**config.mk**
```make
export PLATFORM = sky130hd
export DESIGN_NAME = z80_bus_ctrl
export DESIGN_NICKNAME = d
export VERILOG_FILES = /design/src/rtl/z80_bus_ctrl.sv
export SDC_FILE = /design/constraint.sdc
export NUM_CORES = 1
export LEC_CHECK = 0
export ABC_AREA = 0
export BUFFER_PORTS_ARGS = -buffer_cell sky130_fd_sc_hd__buf_2
export CORE_MARGIN = 2
export CORE_UTILIZATION = 47
export CTS_CLUSTER_DIAMETER = 120
export DETAILED_ROUTE_END_ITERATION = 12
export PLACE_DENSITY = 0.83
export SYNTH_ARGS = -nofsm -noshare
export SYNTH_HDL_FRONTEND = slang
export SYNTH_SLANG_ARGS = --single-unit
```
**constraint.sdc**
```tcl
create_clock -name clk -period 2.8 [get_ports clk]
set_clock_uncertainty 0.1 [all_clocks]
set_input_delay 0.7 -clock clk [delete_from_list [all_inputs] [get_ports clk]]
set_output_delay 0.7 -clock clk [all_outputs]
set_load 0.005 [all_outputs]
```
**src/rtl/z80_bus_ctrl.sv**
```systemverilog
// Bus controller for the fz80 core: decodes each CPU cycle, drives ROM/RAM/SIO strobes,
// stretches the cycle with cpu_wait and registers the read data returned to the CPU.
module z80_bus_ctrl #(
  parameter int unsigned ROM_WAIT = 1,
  parameter int unsigned RAM_WAIT = 2,
  parameter int unsigned IO_WAIT  = 1,
  parameter logic [7:0]  SIO_BASE = 8'h84,
  parameter logic [7:0]  OPEN_BUS = 8'hFF
) (
  input  logic        clk,
  input  logic        n_rst,
  input  logic        cpu_mreq,
  input  logic        cpu_iorq,
  input  logic        cpu_rd,
  input  logic        cpu_wr,
  input  logic [15:0] cpu_addr,
  output logic        cpu_wait,
  output logic [7:0]  cpu_rdata,
  output logic        rom_ce,
  output logic        ram_rden,
  output logic        ram_wren,
  output logic        sio_ce,
  output logic        sio_rd,
  output logic        sio_wr,
  input  logic [7:0]  rom_q,
  input  logic [7:0]  ram_q,
  input  logic [7:0]  sio_q,
  output logic        bus_err
);

  typedef enum logic [2:0] {S_IDLE, S_SETUP, S_ACCESS, S_CAPTURE, S_HOLD} state_e;
  typedef enum logic [1:0] {R_ROM, R_RAM, R_SIO, R_UNMAP} region_e;

  localparam int CNT_W = 8;

  state_e           state_q, state_d;
  region_e          region_q, region_d, region_dec;
  logic             wr_q, wr_d;
  logic             first_q, first_d;
  logic [CNT_W-1:0] cnt_q, cnt_d;
  logic [7:0]       rdata_q, rdata_d;
  logic [7:0]       rd_mux;
  logic             req, illegal;
  logic             unused_addr;

  assign req         = (cpu_mreq | cpu_iorq) & (cpu_rd | cpu_wr);
  assign illegal     = (cpu_mreq & cpu_iorq) | (cpu_rd & cpu_wr);
  assign unused_addr = ^{cpu_addr[14:8], cpu_addr[0]};

  function automatic logic [CNT_W-1:0] wait_for(input region_e r);
    case (r)
      R_ROM:   return CNT_W'(ROM_WAIT);
      R_RAM:   return CNT_W'(RAM_WAIT);
      R_SIO:   return CNT_W'(IO_WAIT);
      default: return CNT_W'(1);
    endcase
  endfunction

  always_comb begin
    region_dec = R_UNMAP;
    if (!illegal) begin
      if (cpu_mreq) begin
        region_dec = cpu_addr[15] ? R_RAM : R_ROM;
      end else if (cpu_addr[7:1] == SIO_BASE[7:1]) begin
        region_dec = R_SIO;
      end
    end
  end

  always_comb begin
    case (region_q)
      R_ROM:   rd_mux = rom_q;
      R_RAM:   rd_mux = ram_q;
      R_SIO:   rd_mux = sio_q;
      default: rd_mux = OPEN_BUS;
    endcase
  end

  // Every strobe is gated by req so an abandoned cycle releases the slaves at once.
  always_comb begin
    state_d  = state_q;
    region_d = region_q;
    wr_d     = wr_q;
    cnt_d    = cnt_q;
    first_d  = 1'b0;
    rdata_d  = rdata_q;
    rom_ce   = 1'b0;
    ram_rden = 1'b0;
    ram_wren = 1'b0;
    sio_ce   = 1'b0;
    sio_rd   = 1'b0;
    sio_wr   = 1'b0;
    bus_err  = 1'b0;
    case (state_q)
      S_IDLE: begin
        if (req) state_d = S_SETUP;
      end
      S_SETUP: begin
        if (!req) begin
          state_d = S_IDLE;
        end else begin
          region_d = region_dec;
          wr_d     = cpu_wr & ~cpu_rd;
          cnt_d    = wait_for(region_dec);
          first_d  = 1'b1;
          bus_err  = illegal;
          state_d  = S_ACCESS;
        end
      end
      S_ACCESS: begin
        if (!req) begin
          state_d = S_IDLE;
        end else begin
          rom_ce   = (region_q == R_ROM);
          ram_rden = (region_q == R_RAM) & ~wr_q;
          ram_wren = (region_q == R_RAM) & wr_q & first_q;
          sio_ce   = (region_q == R_SIO);
          sio_rd   = (region_q == R_SIO) & ~wr_q & first_q;
          sio_wr   = (region_q == R_SIO) & wr_q & first_q;
          if (cnt_q <= CNT_W'(1)) begin
            if (!wr_q) rdata_d = rd_mux;
            cnt_d   = '0;
            state_d = S_CAPTURE;
          end else begin
            cnt_d = cnt_q - CNT_W'(1);
          end
        end
      end
      S_CAPTURE: state_d = S_HOLD;
      S_HOLD: begin
        if (!req) state_d = S_IDLE;
      end
      default: state_d = S_IDLE;
    endcase
  end

  always_ff @(posedge clk or negedge n_rst) begin
    if (!n_rst) begin
      state_q  <= S_IDLE;
      region_q <= R_UNMAP;
      wr_q     <= 1'b0;
      first_q  <= 1'b0;
      cnt_q    <= '0;
      rdata_q  <= OPEN_BUS;
    end else begin
      state_q  <= state_d;
      region_q <= region_d;
      wr_q     <= wr_d;
      first_q  <= first_d;
      cnt_q    <= cnt_d;
      rdata_q  <= rdata_d;
    end
  end

  // Wait is asserted combinationally so the CPU sees it in the request's first clk.
  assign cpu_wait  = n_rst & req &
                     ((state_q == S_IDLE) | (state_q == S_SETUP) | (state_q == S_ACCESS));
  assign cpu_rdata = rdata_q;

endmodule
```
==> impl_metrics.py <==
metrics = {
    "pwr": {
        "p_total_uw": 1730,
        "powerDensity_mw_per_mm2": 954,
        "ir_drop_uv": 472,
        "power.leakage_uw": 0.000863,
    },
    "synthesis": {
        "ys_seq_elements": 23,
        "synth.distinct_cells": 43,
        "async_reset_ff_share_pct": 100,
        "synthFlopType": "dfrtp_1",
        "synthTopCellsByArea": "dfrtp_1 22%, dfstp_2 18%, o21ai_0 8.8%",
        "seq_area_frac_synth_pct": 39.9,
        "syn_inst": 152,
        "synth-edff-count": 0,
        "yosys_warnings": 0,
        "syn_area_per_cell_um2": 9.69,
        "synth_nets": 200,
        "yosysTopAreaCell": "dfrtp_1",
        "synth_top_area_share_pct": 22.1,
        "netlist_area_mm2": 0.00147,
    },
    "layout": {
        "nets": 256,
        "fin_cells": 251,
        "drive_gt1_share_pct": 43.0,
        "antenna_cells": 0,
        "synthToLayoutAreaGrowth_pct": 22.9,
    },
    "floorplan": {
        "row_count": 20,
        "ios": 62,
        "initial_core_util_pct": 48.6,
        "dieWidth_um": 60.0,
        "die-area_mm2": 0.00360,
        "core-area_mm2": 0.00303,
        "die_h_um": 60.0,
    },
    "critical_path": {
        "required_ns": 2.00,
        "crit_fanout": 8,
        "start_kind": "flop",
        "end_kind": "output port",
        "criticalPathCategory": "flop to output port",
        "cp.arrival_ns": 1.86,
    },
    "route": {
        "routedWlPerCell_um": 13.5,
        "drt-total-wl_mm": 3.39,
        "vias": 1402,
        "first_iter_violations": 76,
        "firstDrtPassIters": 4,
        "detail-route-antenna-nets": 0,
        "drc": 0,
        "viasPerCell": 5.59,
    },
    "clocking": {
        "htree_num_levels": 1,
        "cts_root_buffer": "clkbuf_4",
        "ctsLongestPathBuffers": 2,
        "path_clk_slew_ns": 0.13,
        "cts_made_buffers": 3,
        "clock-sinks": 23,
        "cts_tree": "done",
        "insertion_delay_ns": 0.32,
        "post_cts_buffers": 0,
    },
    "grt": {
        "grt_pass1_wl_mm": 5.66,
        "antenna_found_initial": 0,
        "gr-total-overflow": 0,
        "grt_pass1_vias": 1233,
        "track_usage_pct": 20.8,
        "grt_max_degree": 24,
    },
    "sta": {
        "fin_crit_ns": 2.66,
        "setup_viol_count_final": 0,
        "rsz0062_at_grt": "no",
        "finalCritPeriodShare_pct": 95.1,
        "hold_viol_final": 0,
        "maxSlewViolCount": 0,
        "setup-tns-final_ns": 0,
        "fmax_mhz": 375,
        "maxSlewHeadroom_pct": 63.3,
        "worst_pin_slew_ns": 0.546,
    },
    "place": {
        "place.gp.congestion": 0.811,
        "portBuffers": 53,
        "dpl.hpwl_mm": 2.58,
        "dpl.cell_count": 247,
    },
    "run_status": {
        "status": "completed",
    },
    "hold_path": {
        "hold_class": "input pin to asynchronous set/reset pin",
    },
    "run": {
        "cap_violations": 0,
    },
}
==> path summary, 6_finish.rpt <==
| check | from | cells after the start | slack (ns) | endpoint |
|---|---|---|---|---|
| worst max-delay path | state_q[0] | 5 | 0.14 | ram_rden |
| worst min-delay path | n_rst | 2 | 0.24 | state_q[2] |
| worst max register to register | cnt_q[0] | 6 | 0.54 | cpu_rdata[4] |
| worst min register to register | cnt_q[6] | 1 | 0.40 | cnt_q[7] |
| max in group asynchronous | n_rst | 2 | 2.07 | cpu_rdata[7] |
| min in group clk | cnt_q[6] | 1 | 0.40 | cnt_q[7] |
==> cell usage in the layout, fill, tap and decap left out, types with 2 or more instances in the layout <==
cell,instances
nor3_2,2
dfrtp_1,12
nor3b_1,2
ha_1,2
o311ai_0,2
mux2_2,2
nand3_1,6
nor4b_1,2
inv_1,6
nand2b_1,2
nor2_1,6
buf_4,5
buf_2,53
clkbuf_4,3
mux2i_1,7
nand4_1,3
nand2_1,11
a31oi_1,2
o22ai_1,2
mux2_4,7
dfstp_2,10
o22a_1,2
o21ai_0,26
or3_1,3
a21oi_1,3
nor3_1,5
nor2b_1,2
==> state kept, by name, indices dropped and copies added, names as in the netlist <==
name / cells
region_q: 2
state_q: 3
first_q: 1
wr_q: 1
cpu_rdata: 8
cnt_q: 8
==> worst max-delay path, cell delays in order (launching register included) <==
cell      delay (ns)
dfrtp_1         0.50
or3b_2          0.54
nor2_2          0.18
nand3b_1        0.11
nor2_1          0.09
buf_2           0.12
==> area by class of cell <==
type                       count  area [um2]
inverter                       6        22.5
fill                         268        1220
clock inverter                 1        5.00
clock buffer                   3        22.5
multi-input combinational    116         812
tap                           44        55.1
timing repair buffer          58         303
sequential                    23         589
==> power breakdown <==
part / switching (uW) / internal, uW / leakage (uW)
registers: 170 / 519 / 0.000273
clock network: 101 / 53.5 / 0.0000177
logic: 443 / 439 / 0.000572
==> kinds of logic after synthesis <==
kind of cell | Yosys count | synth area share [%]
DFF | 23 | 39.9
xor gates and xnor gates | 1 | 0.595
buffers and inverters | 13 | 5.10
muxes | 16 | 13.4
AOI/OAI and AO/OA | 46 | 19.3
adders and majority gates | 2 | 1.70
and+or+nand+nor | 51 | 20.0
==> Yosys cell counts, types with 3 or more instances <==
| library cell | instances |
|---|---|
| or3_1 | 3 |
| o21ai_0 | 26 |
| inv_1 | 6 |
| dfrtp_1 | 13 |
| mux2i_1 | 7 |
| nor3_1 | 5 |
| dfstp_2 | 10 |
| nand2_1 | 11 |
| a21oi_1 | 3 |
| nand3_1 | 6 |
| nor2_1 | 7 |
| mux2_4 | 7 |
| clkbuf_1 | 3 |
| buf_6 | 3 |
| nand4_1 | 3 |
==> through the flow <==
stage	hold slack, ns	setup WS (ns)	utilization, %	area (um2)
after detailed placement	0.391	0.390	58.7	1780
after global placement	0.375	0.404	58.7	1780
after floorplan	0.304	0.613	-	1470
after global routing	0.260	0.0371	59.8	1810
final	0.243	0.136	59.8	1810
after CTS	0.249	0.0751	59.6	1810
==> layer usage <==
metal / wire length, um / part of all wire, % / GRT usage (%) / vias to the layer above
met4: 42 / 1.2 / 6.67 / 0
met3: 253 / 7.5 / 3.25 / 6
li1: - / - / - / 681
met5: 0 / 0 / 0 / -
met2: 1530 / 45 / 33.2 / 68
met1: 1570 / 46 / 28.8 / 647
==> what timing repair did <==
| item | CTS | global route |
|---|---|---|
| hold buffers | 0 | 0 |
| hold endpoints to repair | 0 | 0 |
| setup endpoints to repair | 0 | 2 |
| resized for setup | 0 | 2 |
(Power assumes the default switching activity.)
